===== src/rtl/ram_access_ctrl_pkg.sv =====
// Shared types and constants for the data-RAM access sequencer.
// The controller state machine and the requester-ownership tag live here.
package ram_access_ctrl_pkg;

  localparam int unsigned LANES = 4;

  localparam logic [LANES-1:0] BE_FULL = '1;
  localparam logic [LANES-1:0] BE_NONE = '0;

  typedef enum logic [2:0] {
    ST_IDLE,
    ST_RD,
    ST_RD_WAIT,
    ST_WR,
    ST_RMW_RD,
    ST_RMW_WAIT,
    ST_RMW_WR
  } rac_state_t;

  typedef enum logic {
    OWN_IF,
    OWN_MEM
  } rac_owner_t;

  // Classifies a store by its byte enables: full word, nothing, or sub-word.
  function automatic logic be_is_partial(logic [LANES-1:0] be);
    return (be != BE_FULL) && (be != BE_NONE);
  endfunction

endpackage


===== src/rtl/ram_access_ctrl_if.sv =====
// Requester and RAM-side bus of the data-RAM sequencer.
// slave = the controller; master = the core stages plus the RAM macro.
interface ram_access_ctrl_if #(
  parameter int unsigned ADDR_WIDTH = 32,
  parameter int unsigned DATA_WIDTH = 32
);

  logic                      if_req_in;
  logic [ADDR_WIDTH-1:0]     if_addr_in;
  logic [DATA_WIDTH-1:0]     if_rdata_out;
  logic                      if_ack_out;

  logic                      mem_req_in;
  logic                      mem_we_in;
  logic [ADDR_WIDTH-1:0]     mem_addr_in;
  logic [DATA_WIDTH-1:0]     mem_wdata_in;
  logic [DATA_WIDTH/8-1:0]   mem_be_in;
  logic [DATA_WIDTH-1:0]     mem_rdata_out;
  logic                      mem_ack_out;

  logic                      ram_ce_out;
  logic                      ram_we_out;
  logic [ADDR_WIDTH-1:0]     ram_addr_out;
  logic [DATA_WIDTH-1:0]     ram_wdata_out;
  logic [DATA_WIDTH-1:0]     ram_rdata_in;

  logic                      busy_out;

  modport slave (
    input  if_req_in, if_addr_in,
    input  mem_req_in, mem_we_in, mem_addr_in, mem_wdata_in, mem_be_in,
    input  ram_rdata_in,
    output if_rdata_out, if_ack_out,
    output mem_rdata_out, mem_ack_out,
    output ram_ce_out, ram_we_out, ram_addr_out, ram_wdata_out,
    output busy_out
  );

  modport master (
    output if_req_in, if_addr_in,
    output mem_req_in, mem_we_in, mem_addr_in, mem_wdata_in, mem_be_in,
    output ram_rdata_in,
    input  if_rdata_out, if_ack_out,
    input  mem_rdata_out, mem_ack_out,
    input  ram_ce_out, ram_we_out, ram_addr_out, ram_wdata_out,
    input  busy_out
  );

endinterface


===== src/rtl/ram_access_ctrl_byte_merge.sv =====
// Combinational byte-lane merge: enabled lanes take the new word, others keep the old.
// Also intended for the cache line-fill path.
module ram_byte_merge #(
  parameter int unsigned DATA_WIDTH = 32
) (
  input  logic [DATA_WIDTH/8-1:0] be_in,
  input  logic [DATA_WIDTH-1:0]   new_in,
  input  logic [DATA_WIDTH-1:0]   old_in,
  output logic [DATA_WIDTH-1:0]   merged_out
);

  for (genvar g = 0; g < DATA_WIDTH / 8; g++) begin : g_lane
    assign merged_out[8*g +: 8] = be_in[g] ? new_in[8*g +: 8] : old_in[8*g +: 8];
  end

endmodule


===== src/rtl/ram_access_ctrl.sv =====
// Sequencer/arbiter for the single-port data RAM shared by fetch and the MEM stage.
// Sub-word stores become read-merge-write sequences; one requester is served at a time.
module ram_access_ctrl
  import ram_access_ctrl_pkg::*;
#(
  parameter int unsigned ADDR_WIDTH    = 32,
  parameter int unsigned DATA_WIDTH    = 32,
  parameter int unsigned IF_STARVE_MAX = 4
) (
  input logic              clk_in,
  input logic              reset_n_in,
  ram_access_ctrl_if.slave bus
);

  localparam int unsigned CW = (IF_STARVE_MAX < 1) ? 1 : $clog2(IF_STARVE_MAX + 1);
  localparam logic [ADDR_WIDTH-1:0] ADDR_MASK = ~ADDR_WIDTH'(3);

  rac_state_t              state_q, state_d;
  rac_owner_t              owner_q, owner_d;
  logic [LANES-1:0]        be_q, be_d;
  logic [DATA_WIDTH-1:0]   wdata_q, wdata_d;
  logic [CW-1:0]           starve_q, starve_d;

  logic                    ce_q, ce_d;
  logic                    we_q, we_d;
  logic [ADDR_WIDTH-1:0]   raddr_q, raddr_d;
  logic [DATA_WIDTH-1:0]   rwdata_q, rwdata_d;
  logic [DATA_WIDTH-1:0]   if_rdata_q, if_rdata_d;
  logic                    if_ack_q, if_ack_d;
  logic [DATA_WIDTH-1:0]   mem_rdata_q, mem_rdata_d;
  logic                    mem_ack_q, mem_ack_d;

  logic                    if_forced;
  logic                    grant_mem;
  logic                    grant_if;
  logic [DATA_WIDTH-1:0]   merged;

  ram_byte_merge #(
    .DATA_WIDTH(DATA_WIDTH)
  ) u_merge (
    .be_in      (be_q),
    .new_in     (wdata_q),
    .old_in     (bus.ram_rdata_in),
    .merged_out (merged)
  );

  assign if_forced = (starve_q == CW'(IF_STARVE_MAX));

  always_comb begin
    state_d     = state_q;
    owner_d     = owner_q;
    be_d        = be_q;
    wdata_d     = wdata_q;
    starve_d    = starve_q;
    ce_d        = 1'b0;
    we_d        = 1'b0;
    raddr_d     = raddr_q;
    rwdata_d    = rwdata_q;
    if_rdata_d  = if_rdata_q;
    mem_rdata_d = mem_rdata_q;
    if_ack_d    = 1'b0;
    mem_ack_d   = 1'b0;
    grant_mem   = 1'b0;
    grant_if    = 1'b0;

    // The ack cycle sits in IDLE but must not grant, so the next grant lands after it.
    if ((state_q == ST_IDLE) && !(if_ack_q || mem_ack_q)) begin
      grant_mem = bus.mem_req_in && !(bus.if_req_in && if_forced);
      grant_if  = bus.if_req_in && !grant_mem;
    end

    case (state_q)
      ST_IDLE: begin
        if (grant_mem) begin
          owner_d = OWN_MEM;
          be_d    = bus.mem_be_in;
          wdata_d = bus.mem_wdata_in;
          if (!bus.mem_we_in) begin
            state_d = ST_RD;
            ce_d    = 1'b1;
            raddr_d = bus.mem_addr_in & ADDR_MASK;
          end else if (bus.mem_be_in == BE_FULL) begin
            state_d  = ST_WR;
            ce_d     = 1'b1;
            we_d     = 1'b1;
            raddr_d  = bus.mem_addr_in & ADDR_MASK;
            rwdata_d = bus.mem_wdata_in;
          end else if (be_is_partial(bus.mem_be_in)) begin
            state_d = ST_RMW_RD;
            ce_d    = 1'b1;
            raddr_d = bus.mem_addr_in & ADDR_MASK;
          end else begin
            mem_ack_d = 1'b1;
          end
        end else if (grant_if) begin
          owner_d = OWN_IF;
          state_d = ST_RD;
          ce_d    = 1'b1;
          raddr_d = bus.if_addr_in & ADDR_MASK;
        end
      end
      ST_RD: begin
        state_d = ST_RD_WAIT;
      end
      ST_RD_WAIT: begin
        state_d = ST_IDLE;
        if (owner_q == OWN_IF) begin
          if_rdata_d = bus.ram_rdata_in;
          if_ack_d   = 1'b1;
        end else begin
          mem_rdata_d = bus.ram_rdata_in;
          mem_ack_d   = 1'b1;
        end
      end
      ST_WR: begin
        state_d   = ST_IDLE;
        mem_ack_d = 1'b1;
      end
      ST_RMW_RD: begin
        state_d = ST_RMW_WAIT;
      end
      ST_RMW_WAIT: begin
        state_d  = ST_RMW_WR;
        ce_d     = 1'b1;
        we_d     = 1'b1;
        rwdata_d = merged;
      end
      ST_RMW_WR: begin
        state_d   = ST_IDLE;
        mem_ack_d = 1'b1;
      end
      default: begin
        state_d = ST_IDLE;
      end
    endcase

    if (!bus.if_req_in || grant_if) begin
      starve_d = '0;
    end else if (grant_mem && !if_forced) begin
      starve_d = starve_q + CW'(1);
    end
  end

  always_ff @(posedge clk_in or negedge reset_n_in) begin
    if (!reset_n_in) begin
      state_q     <= ST_IDLE;
      owner_q     <= OWN_IF;
      be_q        <= '0;
      wdata_q     <= '0;
      starve_q    <= '0;
      ce_q        <= 1'b0;
      we_q        <= 1'b0;
      raddr_q     <= '0;
      rwdata_q    <= '0;
      if_rdata_q  <= '0;
      if_ack_q    <= 1'b0;
      mem_rdata_q <= '0;
      mem_ack_q   <= 1'b0;
    end else begin
      state_q     <= state_d;
      owner_q     <= owner_d;
      be_q        <= be_d;
      wdata_q     <= wdata_d;
      starve_q    <= starve_d;
      ce_q        <= ce_d;
      we_q        <= we_d;
      raddr_q     <= raddr_d;
      rwdata_q    <= rwdata_d;
      if_rdata_q  <= if_rdata_d;
      if_ack_q    <= if_ack_d;
      mem_rdata_q <= mem_rdata_d;
      mem_ack_q   <= mem_ack_d;
    end
  end

  assign bus.ram_ce_out    = ce_q;
  assign bus.ram_we_out    = we_q;
  assign bus.ram_addr_out  = raddr_q;
  assign bus.ram_wdata_out = rwdata_q;
  assign bus.if_rdata_out  = if_rdata_q;
  assign bus.if_ack_out    = if_ack_q;
  assign bus.mem_rdata_out = mem_rdata_q;
  assign bus.mem_ack_out   = mem_ack_q;
  assign bus.busy_out      = (state_q != ST_IDLE);

endmodule


===== src/flat_wrapper.sv =====
// flat-port wrapper written by rule: the top's interface ports become plain ports
module ram_access_ctrl_flat import ram_access_ctrl_pkg::*;
#(
  parameter int unsigned ADDR_WIDTH    = 32,
  parameter int unsigned DATA_WIDTH    = 32,
  parameter int unsigned IF_STARVE_MAX = 4
)
  (clk_in, reset_n_in, bus_if_req_in, bus_if_addr_in, bus_mem_req_in, bus_mem_we_in, bus_mem_addr_in, bus_mem_wdata_in, bus_mem_be_in, bus_ram_rdata_in, bus_if_rdata_out, bus_if_ack_out, bus_mem_rdata_out, bus_mem_ack_out, bus_ram_ce_out, bus_ram_we_out, bus_ram_addr_out, bus_ram_wdata_out, bus_busy_out);
  ram_access_ctrl_if #(.ADDR_WIDTH(ADDR_WIDTH), .DATA_WIDTH(DATA_WIDTH)) bus_i ();
  input logic clk_in;
  input logic reset_n_in;
  input wire logic [$bits(bus_i.if_req_in)-1:0] bus_if_req_in;
  input wire logic [$bits(bus_i.if_addr_in)-1:0] bus_if_addr_in;
  input wire logic [$bits(bus_i.mem_req_in)-1:0] bus_mem_req_in;
  input wire logic [$bits(bus_i.mem_we_in)-1:0] bus_mem_we_in;
  input wire logic [$bits(bus_i.mem_addr_in)-1:0] bus_mem_addr_in;
  input wire logic [$bits(bus_i.mem_wdata_in)-1:0] bus_mem_wdata_in;
  input wire logic [$bits(bus_i.mem_be_in)-1:0] bus_mem_be_in;
  input wire logic [$bits(bus_i.ram_rdata_in)-1:0] bus_ram_rdata_in;
  output wire logic [$bits(bus_i.if_rdata_out)-1:0] bus_if_rdata_out;
  output wire logic [$bits(bus_i.if_ack_out)-1:0] bus_if_ack_out;
  output wire logic [$bits(bus_i.mem_rdata_out)-1:0] bus_mem_rdata_out;
  output wire logic [$bits(bus_i.mem_ack_out)-1:0] bus_mem_ack_out;
  output wire logic [$bits(bus_i.ram_ce_out)-1:0] bus_ram_ce_out;
  output wire logic [$bits(bus_i.ram_we_out)-1:0] bus_ram_we_out;
  output wire logic [$bits(bus_i.ram_addr_out)-1:0] bus_ram_addr_out;
  output wire logic [$bits(bus_i.ram_wdata_out)-1:0] bus_ram_wdata_out;
  output wire logic [$bits(bus_i.busy_out)-1:0] bus_busy_out;
  assign bus_i.if_req_in = bus_if_req_in;
  assign bus_i.if_addr_in = bus_if_addr_in;
  assign bus_i.mem_req_in = bus_mem_req_in;
  assign bus_i.mem_we_in = bus_mem_we_in;
  assign bus_i.mem_addr_in = bus_mem_addr_in;
  assign bus_i.mem_wdata_in = bus_mem_wdata_in;
  assign bus_i.mem_be_in = bus_mem_be_in;
  assign bus_i.ram_rdata_in = bus_ram_rdata_in;
  assign bus_if_rdata_out = bus_i.if_rdata_out;
  assign bus_if_ack_out = bus_i.if_ack_out;
  assign bus_mem_rdata_out = bus_i.mem_rdata_out;
  assign bus_mem_ack_out = bus_i.mem_ack_out;
  assign bus_ram_ce_out = bus_i.ram_ce_out;
  assign bus_ram_we_out = bus_i.ram_we_out;
  assign bus_ram_addr_out = bus_i.ram_addr_out;
  assign bus_ram_wdata_out = bus_i.ram_wdata_out;
  assign bus_busy_out = bus_i.busy_out;
  ram_access_ctrl #(.ADDR_WIDTH(ADDR_WIDTH), .DATA_WIDTH(DATA_WIDTH), .IF_STARVE_MAX(IF_STARVE_MAX)) u_core (.clk_in(clk_in), .reset_n_in(reset_n_in), .bus(bus_i));
endmodule

===== config.mk =====
export PLATFORM = sky130hd
export DESIGN_NAME = ram_access_ctrl_flat
export DESIGN_NICKNAME = d
export VERILOG_FILES = /design/src/rtl/ram_access_ctrl_pkg.sv /design/src/rtl/ram_access_ctrl_if.sv /design/src/rtl/ram_access_ctrl_byte_merge.sv /design/src/rtl/ram_access_ctrl.sv /design/src/flat_wrapper.sv
export SDC_FILE = /design/constraint.sdc
export NUM_CORES = 1
export LEC_CHECK = 0
export CORE_UTILIZATION = 40
export DETAILED_ROUTE_END_ITERATION = 10
export PLACE_DENSITY_LB_ADDON = 0.05
export SYNTH_ARGS = -nofsm -noshare
export SYNTH_HDL_FRONTEND = slang
export SYNTH_HIERARCHICAL = 1
export SYNTH_SLANG_ARGS = --single-unit

===== constraint.sdc =====
create_clock -name clk_in -period 5.8 [get_ports clk_in]
set_clock_uncertainty 0.1 [all_clocks]
set_input_delay 1.16 -clock clk_in [delete_from_list [all_inputs] [get_ports clk_in]]
set_output_delay 1.16 -clock clk_in [all_outputs]
set_load 0.1 [all_outputs]

==> qor.txt <==
status -> complete, no violations
Area growth syn-to-layout -> 43.5%
maxcap violations -> 0
clk slew on worst S/H paths -> 0.06 ns
Max Freq -> 0.272 GHz
synth top area cells -> dfrtp_1, mux2_2, mux2_4
Crit path max-delay family -> buffers and inverters
port bufs -> 263
drt drc -> 0
max incr delay on CP -> 1.00 ns
final period utilization -> 0.634
GP Congestion -> 0.736
Root Buffer -> clkbuf_16
vias in the first global route -> 5845
Max clock buf depth -> 2
leading cell type in the layout, fill and taps excluded -> clkdlybuf4s50_1
crit path launch type -> flop
minimum clock period -> 3.68 ns
Min-Delay Startpoint -> u_core/wdata_q[21]
die height -> 142 um
TNS Setup -> 0 ns
CTS tree -> done
# rows -> 51
drt pass-1 iters -> 4
Starting Density -> 0.407
post-CTS setup buffer count -> 0
Synth area leader -> dfrtp_1
area share of the largest cell type after synthesis -> 0.548
RSZ-0062 raised after global routing -> false
initial DRC count -> 157
grt ovf -> 0
Worst Tran Pin Value -> 1.32 ns
crit path from -> u_core/state_q[0]
critical path type -> reg -> out
vias per inst -> 4.89
post-DR wirelength/cell -> 18.2 um
Slew headroom -> 0.114
post-synth cell types -> 37
Slew Limit Fails -> 0
Final #Nets -> 979
Routed Antenna Nets -> 0
Hold Violations, Final -> 0
highest-count cells in the layout ignoring fill and taps -> clkdlybuf4s50_1, mux2_2, dfrtp_1, nand2_1, mux2_4
worst-skew pair later-pin latency -> 0.42 ns
initial antenna violation count -> 1
total global-route track usage -> 0.207
Post-CTS Resized -> 0
CP bufs+invs -> 2
Total Wirelength -> 20300 um
required time of the worst setup path -> 4.54 ns
Crit Path Max Fanout -> 8
core box area -> 0.0194 sq mm
flop and latch count out of synthesis -> 173
number of I/O pins -> 270
fraction of layout cells with a size suffix above 1 -> 0.309
Worst path slowest cell -> clkdlybuf4s50_1
hold buffer count at cts -> 0
syn_area_per_cell -> 13.4 sq um
DR vias -> 5471
worst hold path class -> reg -> reg
DIE AREA -> 0.0203 sq mm
crit end category -> primary output
Post-Syn Area -> 0.00790 sq mm
largest net degree at the start of global routing -> 103
CTS Sinks -> 173
Arrival @ worst endpoint -> 2.42 ns
Seq/Total Area, Yosys -> 0.548
crit-path cells -> nor3_4 -> inv_1 -> clkdlybuf4s50_1
Synth Instances -> 587
hpwl dp -> 14000 um
final setup fails -> 0
Die W -> 142 um
first-pass GRT wire length -> 31900 um
Reg-to-Reg Start -> u_core/state_q[0]
H-tree Lvls -> 4
Synth Warn # -> 6
Num CTS Buffers -> 17
[worst paths after layout]
check	to	slack (ns)	cells after the start
max	bus_busy_out	2.12	3
min	u_core/wdata_q[21]	0.38	2
min reg2reg	u_core/wdata_q[21]	0.38	2
max reg2reg	u_core/bus.ram_wdata_out[20]	2.72	5
max in group asynchronous	u_core/bus.ram_addr_out[29]	3.87	2
min in group asynchronous	u_core/bus.mem_rdata_out[4]	0.75	1
[registers in the layout, indices dropped and copies added, names as in the netlist]
register	flops
u_core/owner_q	1
u_core/bus.mem_rdata_out	32
u_core/wdata_q	32
u_core/bus.mem_ack_out	1
u_core/bus.if_ack_out	1
u_core/bus.if_rdata_out	32
u_core/bus.ram_addr_out	30
u_core/bus.ram_we_out	1
u_core/bus.ram_wdata_out	32
u_core/starve_q	3
u_core/state_q	3
u_core/be_q	4
u_core/bus.ram_ce_out	1
[kinds of logic (layout without fill, tap and decap cells)]
kind of cell | after synthesis | count (layout) | share of synthesized area
mux | 220 | 220 | 0.329
flops | 173 | 173 | 0.548
buf+inv | 41 | 306 | 0.0301
other cells | 1 | 3 | 0.000475
fa+ha+maj | 2 | 2 | 0.00317
simple gates | 136 | 136 | 0.0743
compound gates | 14 | 14 | 0.0146
[worst register-to-register path: stages (launching register included)]
cell     delay [ns]
dfrtp_1        0.51
nor3_4         0.38
nand4_4        0.75
o31ai_4        0.51
buf_4          0.34
mux2_2         0.39
[routing by layer]
| layer | up-vias | GRT usage | share of wire |
|---|---|---|---|
| met1 | 2751 | 0.251 | 0.41 |
| met3 | 22 | 0.0508 | 0.059 |
| li1 | 2533 | - | - |
| met5 | - | 0 | 0 |
| met2 | 165 | 0.356 | 0.51 |
| met4 | 0 | 0.0730 | 0.015 |
[synth_stat cells]
master / count
a2111oi_0: 1
buf_1: 4
buf_4: 5
buf_6: 7
o311a_1: 1
clkbuf_1: 9
nand4_4: 1
nor3b_1: 1
dfrtp_1: 173
o21a_1: 1
nand2_1: 116
a21oi_1: 2
nand4b_1: 1
nor3_2: 1
a22oi_1: 1
nor4_2: 1
mux2_4: 32
o21ai_0: 3
o221a_2: 1
nor2b_1: 1
nor3_4: 1
a21boi_0: 1
a21o_1: 1
mux2_1: 1
conb_1: 1
nor2_1: 5
o31ai_4: 1
nand4_1: 1
nor4_1: 1
and4_1: 2
mux2_2: 187
o221ai_1: 1
nand3_1: 3
ha_1: 2
nor3_1: 1
buf_2: 10
inv_1: 6
[layout make-up]
cell class | instances | area (sq um)
diodes | 1 | 2.50
clock buffers | 19 | 433
clock inverters | 13 | 179
fillers | 1654 | 8070
inverters | 6 | 22.5
multi-input cells | 374 | 3350
flip-flops and latches | 173 | 4330
well taps | 265 | 332
repair buffers | 268 | 2680
[per-stage QoR]
stage          worst slack, ns  area [sq um]  hold WS [ns]   util  std cells
2_1_floorplan             3.20          7900         0.346      -        588
3_3_place_gp              1.74         10700         0.359  0.552       1086
3_5_place_dp              1.67         10700         0.366  0.552       1086
4_1_cts                   2.11         11300         0.381  0.584       1118
5_1_grt                   1.96         11300         0.397  0.584       1119
6_report                  2.12         11300         0.377  0.584       1119
Power is not shown: default switching activity piles up to over one toggle a cycle in this logic, so the estimate is an artifact.
